===== src/rtl/fb_pkg.sv =====
// fb_pkg: screen geometry, word layout and lane helpers
// shared by the framebuffer writer and its FIFO.
package fb_pkg;

  localparam int SCREEN_W        = 320;
  localparam int SCREEN_H        = 180;
  localparam int PIXELS_PER_WORD = 8;
  localparam int WORDS_PER_ROW   = 40;
  localparam int WORDS_PER_FRAME = 7200;
  localparam int FB_ADDR_W       = 27;

  typedef struct packed {
    logic                 last;
    logic [FB_ADDR_W-1:0] addr;
    logic [15:0]          strb;
    logic [127:0]         data;
  } fb_word_t;

  function automatic logic [15:0] lane_strb(input logic [2:0] lane);
    return 16'b11 << {lane, 1'b0};
  endfunction

endpackage


===== src/rtl/fb_word_fifo.sv =====
// fb_word_fifo: synchronous first-word-fall-through FIFO.
// A push when full is ignored unless a pop happens on the same edge.
module fb_word_fifo #(
  parameter int W     = 8,
  parameter int DEPTH = 16
) (
  input  logic         clk,
  input  logic         rst,
  input  logic         push,
  input  logic         pop,
  input  logic [W-1:0] din,
  output logic [W-1:0] dout,
  output logic         full,
  output logic         empty
);

  localparam int AW = $clog2(DEPTH);

  logic [W-1:0] mem [DEPTH];
  logic [AW:0]  wp;
  logic [AW:0]  rp;
  logic         do_push;
  logic         do_pop;

  assign empty   = (wp == rp);
  assign full    = (wp[AW] != rp[AW]) &&
                   (wp[AW-1:0] == rp[AW-1:0]);
  assign do_pop  = pop && !empty;
  assign do_push = push && (!full || do_pop);
  assign dout    = mem[rp[AW-1:0]];

  // storage write
  always_ff @(posedge clk) begin
    if (do_push) mem[wp[AW-1:0]] <= din;
  end

  // pointer update
  always_ff @(posedge clk) begin
    if (rst) begin
      wp <= '0;
      rp <= '0;
    end else begin
      if (do_push) wp <= wp + 1'b1;
      if (do_pop)  rp <= rp + 1'b1;
    end
  end

endmodule


===== src/rtl/framebuffer_writer.sv =====
// framebuffer_writer: packs RGB565 pixels into 128-bit DRAM words
// and double-buffers frames. Optional macro: FB_WRITER_STATS_EN.
module framebuffer_writer
  import fb_pkg::*;
#(
  parameter int          ADDR_W     = 27,
  parameter int unsigned FB0_BASE   = 0,
  parameter int unsigned FB1_BASE   = 8192,
  parameter int          FIFO_DEPTH = 16
) (
  input  logic              clk,
  input  logic              rst,
  input  logic [8:0]        pix_h,
  input  logic [7:0]        pix_v,
  input  logic              pix_valid,
  input  logic              pix_last,
  input  logic [15:0]       pix_data,
  output logic [ADDR_W-1:0] wr_addr,
  output logic [127:0]      wr_data,
  output logic [15:0]       wr_strb,
  output logic              wr_valid,
  input  logic              wr_ready,
  output logic              frame_written,
  output logic              display_frame,
  output logic              overflow
`ifdef FB_WRITER_STATS_EN
  ,
  output logic [15:0]       words_last_frame
`endif
);

  typedef struct packed {
    logic              last;
    logic [ADDR_W-1:0] addr;
    logic [15:0]       strb;
    logic [127:0]      data;
  } word_t;

  logic              write_buf;
  logic              acc_valid;
  logic              acc_full;
  logic              acc_last;
  logic [ADDR_W-1:0] acc_addr;
  logic [127:0]      acc_data;
  logic [15:0]       acc_strb;

  logic              in_range;
  logic              accept;
  logic              drop_last;
  logic              push;
  logic              push_last;
  logic [ADDR_W-1:0] base;
  logic [ADDR_W-1:0] addr;
  logic [2:0]        lane;
  logic [15:0]       mask;

  logic              ghost_pend;
  logic              ghost_buf;
  logic              ghost_fire;
  logic              head_acc;
  logic              head_last;
  logic              fw_set;

  word_t             push_word;
  word_t             head;
  logic              fifo_full;
  logic              fifo_empty;

  assign in_range  = (pix_h < 9'(SCREEN_W)) &&
                     (pix_v < 8'(SCREEN_H));
  assign accept    = pix_valid && in_range;
  assign drop_last = pix_valid && pix_last && !in_range;
  assign base      = write_buf ? ADDR_W'(FB1_BASE)
                               : ADDR_W'(FB0_BASE);
  assign addr      = base
                   + ADDR_W'(pix_v) * ADDR_W'(WORDS_PER_ROW)
                   + ADDR_W'(pix_h[8:3]);
  assign lane      = pix_h[2:0];
  assign mask      = lane_strb(lane);

  assign push      = acc_valid &&
                     (acc_full || acc_last ||
                      (pix_valid && (addr != acc_addr)));
  assign push_last = acc_last || drop_last;

  assign push_word = '{last: push_last, addr: acc_addr,
                       strb: acc_strb, data: acc_data};

  assign wr_valid  = !fifo_empty;
  assign wr_addr   = head.addr;
  assign wr_data   = head.data;
  assign wr_strb   = head.strb;

  assign head_acc  = wr_valid && wr_ready;
  assign head_last = head_acc && head.last;
  assign ghost_fire = ghost_pend && fifo_empty;
  assign fw_set    = head_last || ghost_fire;

  fb_word_fifo #(
    .W     ($bits(word_t)),
    .DEPTH (FIFO_DEPTH)
  ) u_fifo (
    .clk   (clk),
    .rst   (rst),
    .push  (push),
    .pop   (wr_ready),
    .din   (push_word),
    .dout  (head),
    .full  (fifo_full),
    .empty (fifo_empty)
  );

  // pixel accumulator: start, merge or retire the pending word
  always_ff @(posedge clk) begin
    if (rst) begin
      acc_valid <= 1'b0;
      acc_full  <= 1'b0;
      acc_last  <= 1'b0;
      acc_addr  <= '0;
      acc_data  <= '0;
      acc_strb  <= '0;
    end else if (accept) begin
      if (push || !acc_valid) begin
        acc_valid <= 1'b1;
        acc_addr  <= addr;
        acc_data  <= 128'(pix_data) << {lane, 4'b0000};
        acc_strb  <= mask;
        acc_full  <= 1'b0;
        acc_last  <= pix_last;
      end else begin
        acc_data[{lane, 4'b0000} +: 16] <= pix_data;
        acc_strb <= acc_strb | mask;
        acc_full <= ((acc_strb | mask) == 16'hFFFF);
        acc_last <= pix_last;
      end
    end else if (push) begin
      acc_valid <= 1'b0;
      acc_full  <= 1'b0;
      acc_last  <= 1'b0;
      acc_strb  <= '0;
    end else if (drop_last && acc_valid) begin
      acc_last <= 1'b1;
    end
  end

  // buffer swap, frame completion and overflow tracking
  always_ff @(posedge clk) begin
    if (rst) begin
      write_buf     <= 1'b0;
      ghost_pend    <= 1'b0;
      ghost_buf     <= 1'b0;
      frame_written <= 1'b0;
      display_frame <= 1'b1;
      overflow      <= 1'b0;
    end else begin
      if ((push && push_last) || (drop_last && !acc_valid))
        write_buf <= ~write_buf;
      if (drop_last && !acc_valid) begin
        ghost_pend <= 1'b1;
        ghost_buf  <= write_buf;
      end else if (ghost_fire) begin
        ghost_pend <= 1'b0;
      end
      frame_written <= fw_set;
      if (head_last)
        display_frame <= (head.addr >= ADDR_W'(FB1_BASE));
      else if (ghost_fire)
        display_frame <= ghost_buf;
      if (push && fifo_full && !wr_ready)
        overflow <= 1'b1;
    end
  end

`ifdef FB_WRITER_STATS_EN
  logic [15:0] word_cnt;

  // count accepted words and latch the total at frame end
  always_ff @(posedge clk) begin
    if (rst) begin
      word_cnt         <= '0;
      words_last_frame <= '0;
    end else if (fw_set) begin
      words_last_frame <= word_cnt + 16'(head_acc);
      word_cnt         <= '0;
    end else if (head_acc) begin
      word_cnt <= word_cnt + 16'd1;
    end
  end
`endif

endmodule


===== config.mk =====
export PLATFORM = sky130hd
export DESIGN_NAME = framebuffer_writer
export DESIGN_NICKNAME = d
export VERILOG_FILES = /design/src/rtl/fb_pkg.sv /design/src/rtl/fb_word_fifo.sv /design/src/rtl/framebuffer_writer.sv
export SDC_FILE = /design/constraint.sdc
export NUM_CORES = 2
export LEC_CHECK = 0
export BUFFER_PORTS_ARGS = -buffer_cell sky130_fd_sc_hd__buf_2
export CAP_MARGIN = 30
export CELL_PAD_IN_SITES_DETAIL_PLACEMENT = 1
export CELL_PAD_IN_SITES_GLOBAL_PLACEMENT = 2
export CORE_ASPECT_RATIO = 2
export CORE_MARGIN = 3
export CORE_UTILIZATION = 50
export CTS_CLUSTER_DIAMETER = 100
export DETAILED_ROUTE_END_ITERATION = 10
export PLACE_DENSITY = 0.85
export SYNTH_ARGS = -nofsm -noshare
export SYNTH_HDL_FRONTEND = slang
export SYNTH_SLANG_ARGS = --single-unit

===== constraint.sdc =====
create_clock -name clk -period 21.7 [get_ports clk]
set_input_delay 4.34 -clock clk [delete_from_list [all_inputs] [get_ports clk]]
set_output_delay 4.34 -clock clk [all_outputs]
set_load 0.02 [all_outputs]

==> results_dict.tcl <==
set metrics [dict create \
    layout_common_cells "edfxtp_1, mux4_2, clkbuf_16, buf_2, dfxtp_1" \
    ctsResizeCount 0 \
    crit_type "in -> reg" \
    ys_seq_area_share_pct 76.43 \
    hold_path_class "reg -> reg" \
    start_util_pct 50.39 \
    synth_cell_types 84 \
    area_growth_pct 11.60 \
    setup-tns-final_ps 0 \
    grt_pass1_vias 55900 \
    yosys_warnings 0 \
    drv_slew 0 \
    clk_pin_slew_ps 60 \
    max-vdd-ir-drop_v 0.00007298 \
    core_um2 209100 \
    antenna_left 0 \
    max_freq_mhz 93.10 \
    cts.sinks 2742 \
    holdBufCountCts 0 \
    cp-start-kind "input pin" \
    drc_errors 0 \
    cts_tree "built" \
    die_w_um 330.6 \
    avgViaCountPerCell 6.550 \
    drt-pass1-iter-count 5 \
    utilization_pct 56.24 \
    leakage_nw 36.00 \
    grt_pass1_wl_um 410100 \
    ys_async_sr_fraction_pct 0 \
    finalNetCount 5152 \
    slew_headroom_pct 19.67 \
    dp_hpwl_um 166400 \
    portBuffers 200 \
    wl_per_cell_um 35.39 \
    drt_wl_total_um 284300 \
    maxCapViolations 0 \
    htreeDepth 4 \
    die_h_um 655.2 \
    antenna_found_initial 32 \
    synth_edf_count 2560 \
    total_power_w 0.01039 \
    via_count 52610 \
    die-area_um2 216600 \
    syn_avg_cell_area_um2 21.86 \
    grtUsageTotal_pct 26.50 \
    cp_data_arrival_time_ps 11220 \
    power_density_nw_per_um2 88.33 \
    finalHoldViolations 0 \
    cts_buffers 223 \
    drt_iter0_markers 6610 \
    finalSetupViolations 0 \
    status "finished clean" \
    place_congestion 0.8453 \
    syn_area_um2 105400 \
    root_buffer "clkbuf_16" \
    worst-slew-pin-transition_ps 1205 \
    cp_max_fo 50 \
    pin_count 213 \
    cts_setup_buffers 0 \
    rows 237 \
    critPathCaptureType "flop" \
    drive_gt1_share_pct 27.47 \
    grt_start_max_net_pins 156 \
    rsz0062_at_grt "no" \
    synth-seq-cells 2742 \
    cp.required_ps 22180 \
    synth_cells 4819 \
    layout_min_cycle_time_ps 10740 \
    fin_skew_ps 63.21 \
    grt-ovfl-total 0 \
    cts_buffer_depth 4 \
    fin_crit_sh_pct 49.50 \
    regToRegSetupSlack_ps 15890 \
    yosys_most_used_dff "edfxtp_1" \
    layout_commonest_cell "edfxtp_1" \
    insertion_delay_ps 890 \
]
[state kept, by name, indices dropped and copies added, names as in the netlist, named ones only]
signal         cells
ghost_buf          1
write_buf          1
u_fifo.rp          5
acc_valid          1
ghost_pend         1
acc_last           1
frame_written      1
u_fifo.mem      2560
acc_strb          16
display_frame      1
overflow           1
u_fifo.wp          5
acc_full           1
acc_data         128
acc_addr          15
[metal layers]
metal  routed length, um  global-route usage [%]  share of wire (%)  vias to the layer above
li1                    -                       -                  -                    20830
met1              100800                   33.63                 35                    28390
met2              150200                   46.33                 53                     2794
met3               21550                   4.002                7.6                      572
met4               11570                   9.669                4.1                       24
met5                 174                       0              0.061                        -
[cells in the mapped netlist, drive strengths merged, types with 35 or more instances]
| library cell | n | area share (%) |
|---|---|---|
| a211oi | 59 | 0.43 |
| a21oi | 105 | 0.52 |
| and3 | 43 | 0.26 |
| buf | 90 | 0.39 |
| clkbuf | 203 | 0.72 |
| dfxtp | 182 | 3.5 |
| edfxtp | 2560 | 73 |
| inv | 58 | 0.21 |
| mux2i | 57 | 0.54 |
| mux4 | 750 | 16 |
| nand2 | 76 | 0.27 |
| nand3 | 71 | 0.34 |
| nor2 | 63 | 0.22 |
| nor2b | 62 | 0.37 |
| nor3 | 35 | 0.18 |
| o21ai | 81 | 0.38 |
| o2bb2ai | 36 | 0.30 |
[report_power, final]
part	leakage [nW]	total [W]	switching [W]	internal [W]
registers	25.1	0.00578	0.0000404	0.00574
logic	7.35	0.000526	0.000308	0.000218
clock network	3.52	0.00408	0.00186	0.00222
[area by class of cell]
type / count / area [um2]
fill: 17660 / 91480
inverter: 61 / 229.0
antenna: 21 / 52.55
clock buffer: 274 / 5937
clock inverter: 130 / 1274
sequential: 2742 / 80530
tap: 2748 / 3438
timing repair buffer: 323 / 2529
multi-input combinational: 1734 / 23590
[final timing paths]
kind	depth (start not counted)	end	start
worst min-delay path	2	ghost_pend$_SDFFE_PP0P_	ghost_pend$_SDFFE_PP0P_
worst max register to register	11	u_fifo.mem[9][122]$_DFFE_PP_	acc_addr[0]$_SDFFE_PP0P_
worst min register to register	2	ghost_pend$_SDFFE_PP0P_	ghost_pend$_SDFFE_PP0P_
worst max-delay path	19	u_fifo.mem[3][122]$_DFFE_PP_	pix_v[2]
[metrics by stage]
stage	area [um2]	worst slack (ps)	instances	hold slack, ps
final	117600	10960	8033	493.7
after CTS	117300	11060	8005	500.2
after global placement	109600	10090	7577	471.0
after global routing	117500	10580	8015	525.9
after detailed placement	110100	10190	7601	484.9
after floorplan	105400	2354	4830	456.1
[logic make-up after synthesis]
group | count (synthesis) | share of synthesized area (%)
buf+inv | 354 | 1.330
other cells | 1 | 0.003559
compound gates | 433 | 2.865
simple gates | 418 | 2.100
xor+xnor | 30 | 0.2898
fa+ha+maj | 29 | 0.3587
mux | 812 | 16.63
flops | 2742 | 76.43
[worst max-delay path, cell delays in order]
cell,delay [ps]
buf_2,120
ha_1,310
ha_1,300
a211o_1,340
a311oi_1,470
o21bai_1,150
and2_1,190
ha_1,380
nor2b_1,230
or4b_2,600
o2111ai_1,120
a2111o_1,290
o21a_1,150
buf_4,400
o211ai_1,370
nor3_2,650
buf_4,580
buf_16,280
buf_4,760
No activity file was read; power rests on OpenSTA's default activity.
